### config.mk
export PLATFORM = sky130hd
export DESIGN_NAME = uart_prog_loader
export DESIGN_NICKNAME = d
export VERILOG_FILES = /design/src/rtl/loader_pkg.sv /design/src/rtl/uart_rx_core.sv /design/src/rtl/uart_prog_loader.sv
export SDC_FILE = /design/constraint.sdc
export NUM_CORES = 1
export LEC_CHECK = 0
export BUFFER_PORTS_ARGS = -buffer_cell sky130_fd_sc_hd__buf_2
export CAP_MARGIN = 20
export CORE_ASPECT_RATIO = 1.75
export CORE_MARGIN = 3
export CORE_UTILIZATION = 50
export CTS_CLUSTER_DIAMETER = 60
export CTS_CLUSTER_SIZE = 12
export DETAILED_ROUTE_END_ITERATION = 12
export GPL_ROUTABILITY_DRIVEN = 0
export MAX_ROUTING_LAYER = met4
export PLACE_DENSITY_LB_ADDON = 0.12
export SLEW_MARGIN = 20
export SYNTH_ARGS = -nofsm -noshare
export SYNTH_HDL_FRONTEND = slang
export SYNTH_HIERARCHICAL = 1
export SYNTH_SLANG_ARGS = --single-unit
### constraint.sdc
create_clock -name i_clock -period 2.2 [get_ports i_clock]
set_input_delay 0.22 -clock i_clock [delete_from_list [all_inputs] [get_ports i_clock]]
set_output_delay 0.22 -clock i_clock [all_outputs]
set_load 0.03 [all_outputs]
### src/rtl/loader_pkg.sv
// Shared constants, state encodings and helpers for the UART program loader.
// LOADER_PARITY_EN adds an even-parity state to the receiver encoding.
package loader_pkg;

  localparam int DEF_CLK_FREQ  = 50_000_000;
  localparam int DEF_BAUD_RATE = 9600;
  localparam int DEF_OVS       = 16;
  localparam int BAUD_DIV      = DEF_CLK_FREQ / (DEF_BAUD_RATE * DEF_OVS);
  localparam int MID_TICK      = DEF_OVS / 2;
  localparam int BIT_TICKS     = DEF_OVS;

`ifdef LOADER_PARITY_EN
  typedef enum logic [2:0] {RX_IDLE, RX_START, RX_DATA, RX_PARITY, RX_STOP} rx_state_e;
`else
  typedef enum logic [2:0] {RX_IDLE, RX_START, RX_DATA, RX_STOP} rx_state_e;
`endif

  typedef enum logic [2:0] {
    L_CNT_HI, L_CNT_LO, L_WORD_HI, L_WORD_LO, L_DONE, L_ERR
  } ld_state_e;

  function automatic int baud_div(input int clk_freq, input int baud, input int ovs);
    return clk_freq / (baud * ovs);
  endfunction

endpackage

### src/rtl/uart_rx_core.sv
// Oversampling UART receiver: 2-FF synchroniser, baud tick, 8N1 (or 8E1 with
// LOADER_PARITY_EN) framing; emits one-cycle rx_valid / rx_ferr / rx_perr pulses.
module uart_rx_core
  import loader_pkg::*;
#(
  parameter int CLK_FREQ  = DEF_CLK_FREQ,
  parameter int BAUD_RATE = DEF_BAUD_RATE,
  parameter int OVS       = DEF_OVS
) (
  input  logic       i_clock,
  input  logic       i_reset,
  input  logic       i_rx,
  output logic       o_rx_valid,
  output logic [7:0] o_rx_byte,
  output logic       o_rx_ferr,
  output logic       o_rx_perr
);

  localparam int DIV = baud_div(CLK_FREQ, BAUD_RATE, OVS);
  localparam int DW  = (DIV > 1) ? $clog2(DIV) : 1;
  localparam int TW  = (OVS > 1) ? $clog2(OVS) : 1;
  localparam logic [DW-1:0] DIV_LAST = DW'(DIV - 1);
  localparam logic [TW-1:0] MID_LAST = TW'(OVS / 2 - 1);
  localparam logic [TW-1:0] BIT_LAST = TW'(OVS - 1);

  logic [1:0]    sync_q;
  logic          rx_s;
  logic [DW-1:0] div_q;
  logic          tick_q;
  rx_state_e     state_q;
  logic [TW-1:0] tcnt_q;
  logic [2:0]    bit_q;
  logic [7:0]    shift_q;
  logic          valid_q;
  logic [7:0]    byte_q;
  logic          ferr_q;
`ifdef LOADER_PARITY_EN
  logic          par_bad_q;
  logic          perr_q;
`endif

  assign rx_s = sync_q[1];

  always_ff @(posedge i_clock or negedge i_reset) begin
    if (!i_reset) begin
      sync_q <= 2'b11;
      div_q  <= '0;
      tick_q <= 1'b0;
    end else begin
      sync_q <= {sync_q[0], i_rx};
      tick_q <= (div_q == DIV_LAST);
      div_q  <= (div_q == DIV_LAST) ? '0 : div_q + 1'b1;
    end
  end

  always_ff @(posedge i_clock or negedge i_reset) begin
    if (!i_reset) begin
      state_q   <= RX_IDLE;
      tcnt_q    <= '0;
      bit_q     <= '0;
      shift_q   <= '0;
      valid_q   <= 1'b0;
      byte_q    <= '0;
      ferr_q    <= 1'b0;
`ifdef LOADER_PARITY_EN
      par_bad_q <= 1'b0;
      perr_q    <= 1'b0;
`endif
    end else begin
      valid_q <= 1'b0;
      ferr_q  <= 1'b0;
`ifdef LOADER_PARITY_EN
      perr_q  <= 1'b0;
`endif
      case (state_q)
        RX_IDLE: begin
          if (!rx_s) begin
            state_q <= RX_START;
            tcnt_q  <= '0;
          end
        end
        RX_START: if (tick_q) begin
          // A start bit that is high again at mid-bit was only a glitch
          if (tcnt_q == MID_LAST) begin
            tcnt_q  <= '0;
            bit_q   <= '0;
            state_q <= rx_s ? RX_IDLE : RX_DATA;
          end else begin
            tcnt_q <= tcnt_q + 1'b1;
          end
        end
        RX_DATA: if (tick_q) begin
          if (tcnt_q == BIT_LAST) begin
            tcnt_q  <= '0;
            shift_q <= {rx_s, shift_q[7:1]};
            bit_q   <= bit_q + 1'b1;
            if (bit_q == 3'd7) begin
`ifdef LOADER_PARITY_EN
              state_q <= RX_PARITY;
`else
              state_q <= RX_STOP;
`endif
            end
          end else begin
            tcnt_q <= tcnt_q + 1'b1;
          end
        end
`ifdef LOADER_PARITY_EN
        RX_PARITY: if (tick_q) begin
          if (tcnt_q == BIT_LAST) begin
            tcnt_q    <= '0;
            par_bad_q <= (rx_s != ^shift_q);
            state_q   <= RX_STOP;
          end else begin
            tcnt_q <= tcnt_q + 1'b1;
          end
        end
`endif
        RX_STOP: if (tick_q) begin
          if (tcnt_q == BIT_LAST) begin
            tcnt_q  <= '0;
            state_q <= RX_IDLE;
            if (!rx_s) begin
              ferr_q <= 1'b1;
`ifdef LOADER_PARITY_EN
            end else if (par_bad_q) begin
              perr_q <= 1'b1;
`endif
            end else begin
              valid_q <= 1'b1;
              byte_q  <= shift_q;
            end
          end else begin
            tcnt_q <= tcnt_q + 1'b1;
          end
        end
        default: state_q <= RX_IDLE;
      endcase
    end
  end

  assign o_rx_valid = valid_q;
  assign o_rx_byte  = byte_q;
  assign o_rx_ferr  = ferr_q;
`ifdef LOADER_PARITY_EN
  assign o_rx_perr  = perr_q;
`else
  assign o_rx_perr  = 1'b0;
`endif

endmodule

### src/rtl/uart_prog_loader.sv
// Loads a length-prefixed program image from UART into program memory and holds
// the processor in reset until it is complete. LOADER_PARITY_EN selects 8E1 framing.
module uart_prog_loader
  import loader_pkg::*;
#(
  parameter int DATA_LENGTH = 16,
  parameter int ADDR_LENGTH = 11,
  parameter int CLK_FREQ    = DEF_CLK_FREQ,
  parameter int BAUD_RATE   = DEF_BAUD_RATE,
  parameter int OVS         = DEF_OVS
) (
  input  logic                   i_clock,
  input  logic                   i_reset,
  input  logic                   i_rx,
  output logic                   o_wr_en,
  output logic [ADDR_LENGTH-1:0] o_wr_addr,
  output logic [DATA_LENGTH-1:0] o_wr_data,
  output logic                   o_proc_rst,
  output logic                   o_load_done,
  output logic                   o_load_err
);

  localparam logic [16:0] MAX_WORDS = 17'(2 ** ADDR_LENGTH);

  logic       rx_valid;
  logic [7:0] rx_byte;
  logic       rx_ferr;
  logic       rx_perr;

  uart_rx_core #(
    .CLK_FREQ (CLK_FREQ),
    .BAUD_RATE(BAUD_RATE),
    .OVS      (OVS)
  ) u_rx (
    .i_clock   (i_clock),
    .i_reset   (i_reset),
    .i_rx      (i_rx),
    .o_rx_valid(rx_valid),
    .o_rx_byte (rx_byte),
    .o_rx_ferr (rx_ferr),
    .o_rx_perr (rx_perr)
  );

  ld_state_e              state_q;
  logic [15:0]            cnt_q;
  logic [ADDR_LENGTH:0]   addr_q;
  logic [7:0]             word_hi_q;
  logic                   wr_en_q;
  logic [ADDR_LENGTH-1:0] wr_addr_q;
  logic [DATA_LENGTH-1:0] wr_data_q;
  logic                   proc_rst_q;
  logic                   done_q;
  logic                   err_q;
  logic [15:0]            n_word;
  logic                   last_word;

  assign n_word    = {cnt_q[15:8], rx_byte};
  assign last_word = (16'(addr_q) == cnt_q - 16'd1);

  always_ff @(posedge i_clock or negedge i_reset) begin
    if (!i_reset) begin
      state_q    <= L_CNT_HI;
      cnt_q      <= '0;
      addr_q     <= '0;
      word_hi_q  <= '0;
      wr_en_q    <= 1'b0;
      wr_addr_q  <= '0;
      wr_data_q  <= '0;
      proc_rst_q <= 1'b1;
      done_q     <= 1'b0;
      err_q      <= 1'b0;
    end else begin
      wr_en_q <= 1'b0;
      // Once the image is complete the line is no longer our concern
      if ((rx_ferr || rx_perr) && state_q != L_DONE) begin
        state_q <= L_ERR;
        err_q   <= 1'b1;
      end else if (rx_valid) begin
        case (state_q)
          L_CNT_HI: begin
            cnt_q   <= {rx_byte, 8'h00};
            state_q <= L_CNT_LO;
          end
          L_CNT_LO: begin
            cnt_q <= n_word;
            if (n_word == 16'd0) begin
              state_q    <= L_DONE;
              done_q     <= 1'b1;
              proc_rst_q <= 1'b0;
            end else if ({1'b0, n_word} > MAX_WORDS) begin
              state_q <= L_ERR;
              err_q   <= 1'b1;
            end else begin
              state_q <= L_WORD_HI;
            end
          end
          L_WORD_HI: begin
            word_hi_q <= rx_byte;
            state_q   <= L_WORD_LO;
          end
          L_WORD_LO: begin
            wr_en_q   <= 1'b1;
            wr_addr_q <= addr_q[ADDR_LENGTH-1:0];
            wr_data_q <= DATA_LENGTH'({word_hi_q, rx_byte});
            addr_q    <= addr_q + 1'b1;
            if (last_word) begin
              state_q    <= L_DONE;
              done_q     <= 1'b1;
              proc_rst_q <= 1'b0;
            end else begin
              state_q <= L_WORD_HI;
            end
          end
          default: ;
        endcase
      end
    end
  end

  assign o_wr_en     = wr_en_q;
  assign o_wr_addr   = wr_addr_q;
  assign o_wr_data   = wr_data_q;
  assign o_proc_rst  = proc_rst_q;
  assign o_load_done = done_q;
  assign o_load_err  = err_q;

endmodule
==> Word level (Yosys, flattened, before mapping) <==
Cells that the tools add are included.
{ "totals": {"register_bits": 110} }
{ "op_classes": {"n_addsub": 5, "magnitude_cmp": 1, "n_eq_ne": 24, "muxes": 51, "n_bitwise": 2, "reduce_logical": 25} }
{ "op_table": {"columns": ["cell", "n"], "rows": [
  ["$mux 3", 17],
  ["$pmux 16 s2", 1],
  ["$pmux 3 s4", 2],
  ["$mux 1", 20],
  ["$mux 4", 5],
  ["$eq 12x16->1", 1],
  ["$gt 16x12->1 const B", 1],
  ["$logic_not 16->1", 1],
  ["$ne 2x1->1 const B", 8],
  ["$reduce_and 4->1", 4],
  ["$sub 16x1->16 const B", 1],
  ["$add 12x1->12 const B", 1],
  ["$eq 3x2->1 const B", 4],
  ["$pmux 4 s3", 1],
  ["$reduce_and 3->1", 4],
  ["$reduce_bool 2->1", 6],
  ["$reduce_and 5->1", 2],
  ["$add 9x1->9 const B", 1],
  ["$eq 9x9->1 const B", 1],
  ["$mux 9", 1],
  ["$ne 2x2->1 const B", 4],
  ["$reduce_and 8->1", 1],
  ["$eq 3x1->1 const B", 2],
  ["$logic_not 3->1", 2],
  ["other kinds (15)", 17]
]} }

==> Longest topological paths before layout <==
{ "depth": {"word_depth": 6, "depth_mapped": 9, "ltp_nobuf": 8} }

==> Cells and area by module <==
The synthesis kept the hierarchy.
{ "by_module_without_submodules": {"columns": ["mod", "n_inst", "cells_each", "area_each_um2", "seq_area_each_um2"], "rows": [
  ["uart_prog_loader", 1, 352, 3404.5, 1752.9],
  ["uart_rx_core", 1, 150, 1803.0, 978.4]
]} }

==> Worst setup path before layout <==
No wires, ideal clock.
{ "synth_timing": {"path_type": "register to register", "start": "register cnt_q[0]", "end": "register proc_rst_q, in the netlist o_proc_rst", "setup_ps": 82, "arrival_ps": 1968, "required_ps": 2118, "setup_slack_ps": 151, "stages_incl_launch_ff": 9, "n_path_buf": 0, "period_less_slack_ps": 2049, "path_cell_list": "dfrtp_1 > inv_1 > ha_1 > or4b_1 > nor3_1 > xor2_1 > a21oi_1 > o2111ai_1 > o31a_1"} }
{ "synth_via": {"elab_chain_cells": 4} }
{ "synth_rtl": {"columns": ["item", "line", "source"], "rows": [
  ["from (decl)", "uart_prog_loader.sv:45", "logic [15:0] cnt_q;"],
  ["from (signal assigned)", "uart_prog_loader.sv:81", "cnt_q <= {rx_byte, 8'h00};"],
  ["from (signal assigned)", "uart_prog_loader.sv:85", "cnt_q <= n_word;"],
  ["$sub 16x1->16", "uart_prog_loader.sv:58", "assign last_word = (16'(addr_q) == cnt_q - 16'd1);"],
  ["$eq 12x16->1", "uart_prog_loader.sv:58", null],
  ["$ne 2x2->1 (no line)", null, null],
  ["$reduce_and 5->1 (no line)", null, null],
  ["to (signal assigned)", "uart_prog_loader.sv:69", "proc_rst_q <= 1'b1;"],
  ["to (signal assigned)", "uart_prog_loader.sv:89", "proc_rst_q <= 1'b0;"],
  ["to (signal assigned)", "uart_prog_loader.sv:109", "proc_rst_q <= 1'b0;"],
  ["to (decl)", "uart_prog_loader.sv:51", "logic proc_rst_q;"]
]} }
Every way passes these cells.
A chain may end at the register's enable or synchronous reset.

==> Final worst setup path <==
{ "layout_timing": {"start": "register cnt_q[1]", "end": "register proc_rst_q, in the netlist o_proc_rst"} }
Same word-level chain as after synthesis.

==> summary.md <==
| Metric | Value |
|---|---|
| Outcome | finished, final reports clean |
| Clk Latency, worst-skew pair | about 0.35 ns |
| Nets | approximately 560 |
| CP cell instances | inv_1, ha_4, or4b_4, nor3_4, xnor2_2, nor3_2, o2111ai_4, o31a_1 |
| VDD IR-drop max | ~0.53 mV |
| Peak Freq | between 0.4 and 0.5 GHz |
| Slew @ Worst Pin | between 0.5 and 0.6 ns |
| Post-route cell area | just over 6000 um^2 |
| Gate Count Post-Synth | 502 |
| Grt total ovfl | 0 |
| Primary FF master, synth | dfrtp_1 |
| I/O Buffers | 33 |
| Area of the mapped netlist | 5210 um^2 |
| Slew margin rel. | 0.622 |
| Core Util, Final | 0.602 |
| Data required, critical path | 2.48 ns |
| Seq/Total Area, Yosys | 0.525 |
| Max-cap viol count | 0 |
| Min-delay src | u_rx/sync_q[0] |
| Async S/R FF share, synth | 1.00 |
| Root Buffer | clkbuf_16 |
| Layout cells sized above 1 | 0.257 |
| Clk buf depth | 2 |
| Final period util | 0.982 |
| Vias after detailed routing | approximately 3.8k |
| Antenna Diode Count | 0 |
| Leakage | ~3 nW |
| Final Hold Viols | 0 |
| R2R Setup Slk | 0.04 ns |
| I/O pins | 34 |
| Largest net degree at the start of global routing | 47 |
| Unrepaired setup endpoints after global routing | true |
| CP max FO | 4 |
| CP startpoint | cnt_q[1] |
| Unique masters post-synth | 67 |
| DRC | 0 |
| Die height | between 100 and 150 um |
| Endpoints failing setup | 0 |
| TritonRoute pass-1 iters | 5 |
| Routed WL | roughly 11000 um |
| Crit path largest cell delay | roughly 0.5 ns |
| Slowest CP cell | or4b_4 |
| Global-route wire length before repair | around 19000 um |
| Delay-heaviest family, CP | simple AND/OR/NAND/NOR gates |
| PnR worst setup slack | between 0.04 and 0.05 ns |
| Worst EP arrival | 2.44 ns |
| Syn. warnings | 6 |
| Pwr dens | 634 nW/um^2 |
| Post-synth EDFFs | 0 |
| Dpl cell area | roughly 5600 um^2 |
| Startpoint types | flop |
| CP Capture Type | flop |
| Vias in the first global route | 3912 |
| Count of final max-slew check failures | 0 |
| Initial antenna violation count | 0 |
| TritonCTS Buffers | 9 |
| Avg Inst Size Synth | around 10 um^2 |
| Row count | 48 |
| Area Overhead vs Synth | 15.9% |
| Highest-count cells in the layout ignoring fill and taps | nand2_1 (120), dfrtp_1 (105), buf_2 (32) |
| Commonest non-fill, non-tap cell in the layout | nand2_1 |
| Hold_ws | around 0.36 ns |
| HPWL Detailed | roughly 8300 um |
| Critical path buffer and inverter count | 1 |
| Place WS | -0.101 ns |
| Die Width | 83.1 um |
| Tot GR Track Use | 0.214 |
| CP Class | flop to flop |
| Final Skew | 0.0110 ns |
| Antenna viol nets, final | 0 |
| Initial core utilization | 0.519 |
| R2r startpoint | cnt_q[1] |
| WL/cell | 16.8 um |
| Core area | between 10000 and 15000 um^2 |
| Vias per inst | 5.51 |
| Die ar. | about 12000 um^2 |
| Worst-path clk slew | roughly 0.070 ns |
| CTS tree | built |
| H-Tree Depth | 3 |
| CTS sink count | between 100 and 150 |
| Yosys reg bits | ~110 |
| Tmin final | roughly 2.2 ns |
| TNS Setup | 0 ns |
| Worst min path class | flop to flop |
| Drt initial violations | just under 200 |
| Syn_nets | a little over 500 |
## registers in the layout (all words and copies together), names as in the netlist, 2 cells and up
register        flops
state_q             3
word_hi_q           8
u_rx/sync_q         2
u_rx/bit_q          3
u_rx/shift_q        8
addr_q             12
u_rx/o_rx_byte      8
o_wr_data          16
o_wr_addr          11
u_rx/state_q        2
u_rx/tcnt_q         4
u_rx/div_q          9
cnt_q              16
## worst paths after layout
check	end	cells past startpoint
worst max-delay path	o_proc_rst	8
worst min-delay path	u_rx/sync_q[1]	0
worst max register to register	o_proc_rst	8
worst min register to register	u_rx/sync_q[1]	0
max in group asynchronous	o_proc_rst	3
min in group asynchronous	o_wr_addr[3]	2
## cell families (layout without fill, tap and decap cells)
| group | after synthesis | in the layout | share of synthesized area |
|---|---|---|---|
| AOI/OAI and AO/OA | 54 | 54 | 0.0682 |
| xor gates and xnor gates | 36 | 36 | 0.0605 |
| adders and majority gates | 7 | 7 | 0.0168 |
| buffers and inverters | 40 | 95 | 0.0418 |
| DFF | 109 | 109 | 0.525 |
| muxes | 37 | 37 | 0.0846 |
| other | 1 | 1 | 0.000720 |
| and+or+nand+nor | 218 | 218 | 0.203 |
## cell usage after synthesis (3+ instances only)
library cell  number  area [um^2]
dfrtp_1          106         2650
ha_1               7         87.6
nor3b_1            3         22.5
a211oi_1           3         22.5
or4_4              3         33.8
a31oi_1            4         25.0
nor4_1             6         37.5
nand2_1          120          450
buf_4              3         22.5
mux2_4             8          120
inv_1             15         56.3
nand3_1           12         60.1
o21ai_0           17         85.1
nand4_1            6         37.5
mux2_2            24          270
clkbuf_1          13         48.8
a21oi_1            9         45.0
nor2_1            19         71.3
mux2i_1            5         50.1
buf_6              4         45.0
dfstp_2            3         78.8
xor2_1            12          105
nand3b_1           5         37.5
xnor2_1           24          210
nor3_1            16         80.1
## power by group
group	internal [mW]	total (mW)	leakage, nW	switching [mW]
logic	0.0145	0.0587	1.34	0.0442
registers	2.01	2.01	1.47	0.00552
clock network	1.01	1.75	0.158	0.741
total	3.03	3.83	2.98	0.791
## area by class of cell
| cell class | count | area [um^2] |
|---|---|---|
| Multi-Input combinational cell | 353 | 2350 |
| Inverter | 15 | 56.3 |
| Tap cell | 125 | 156 |
| Fill cell | 862 | 3990 |
| Clock buffer | 10 | 229 |
| Timing Repair Buffer | 64 | 422 |
| Clock inverter | 6 | 95.1 |
| Sequential cell | 109 | 2730 |
## repair_timing
| action | in CTS | in global routing |
|---|---|---|
| gates cloned | 0 | 0 |
| endpoints found under the setup margin | 4 | 4 |
| hold endpoints to repair | 44 | 0 |
| hold buffers | 2 | 0 |
| pin swaps | 3 | 3 |
| buffers inserted | 1 | 1 |
| resized for setup | 6 | 14 |
## per-layer routing
layer  vias to the layer above  wire length [um]  GRT usage
li1                       1809                 -          -
met1                      1874              4300      0.216
met2                        46              6550      0.383
met3                        31               165     0.0222
met4                         0               437      0.145
met5                         -                 0          -
## stage by stage
stage	total power, mW	std cells
floorplan	2.06	502
global placement	2.11	662
detailed placement	2.11	662
global route	3.95	682
CTS	3.87	681
finish	3.83	682
(Power assumes the default switching activity.)
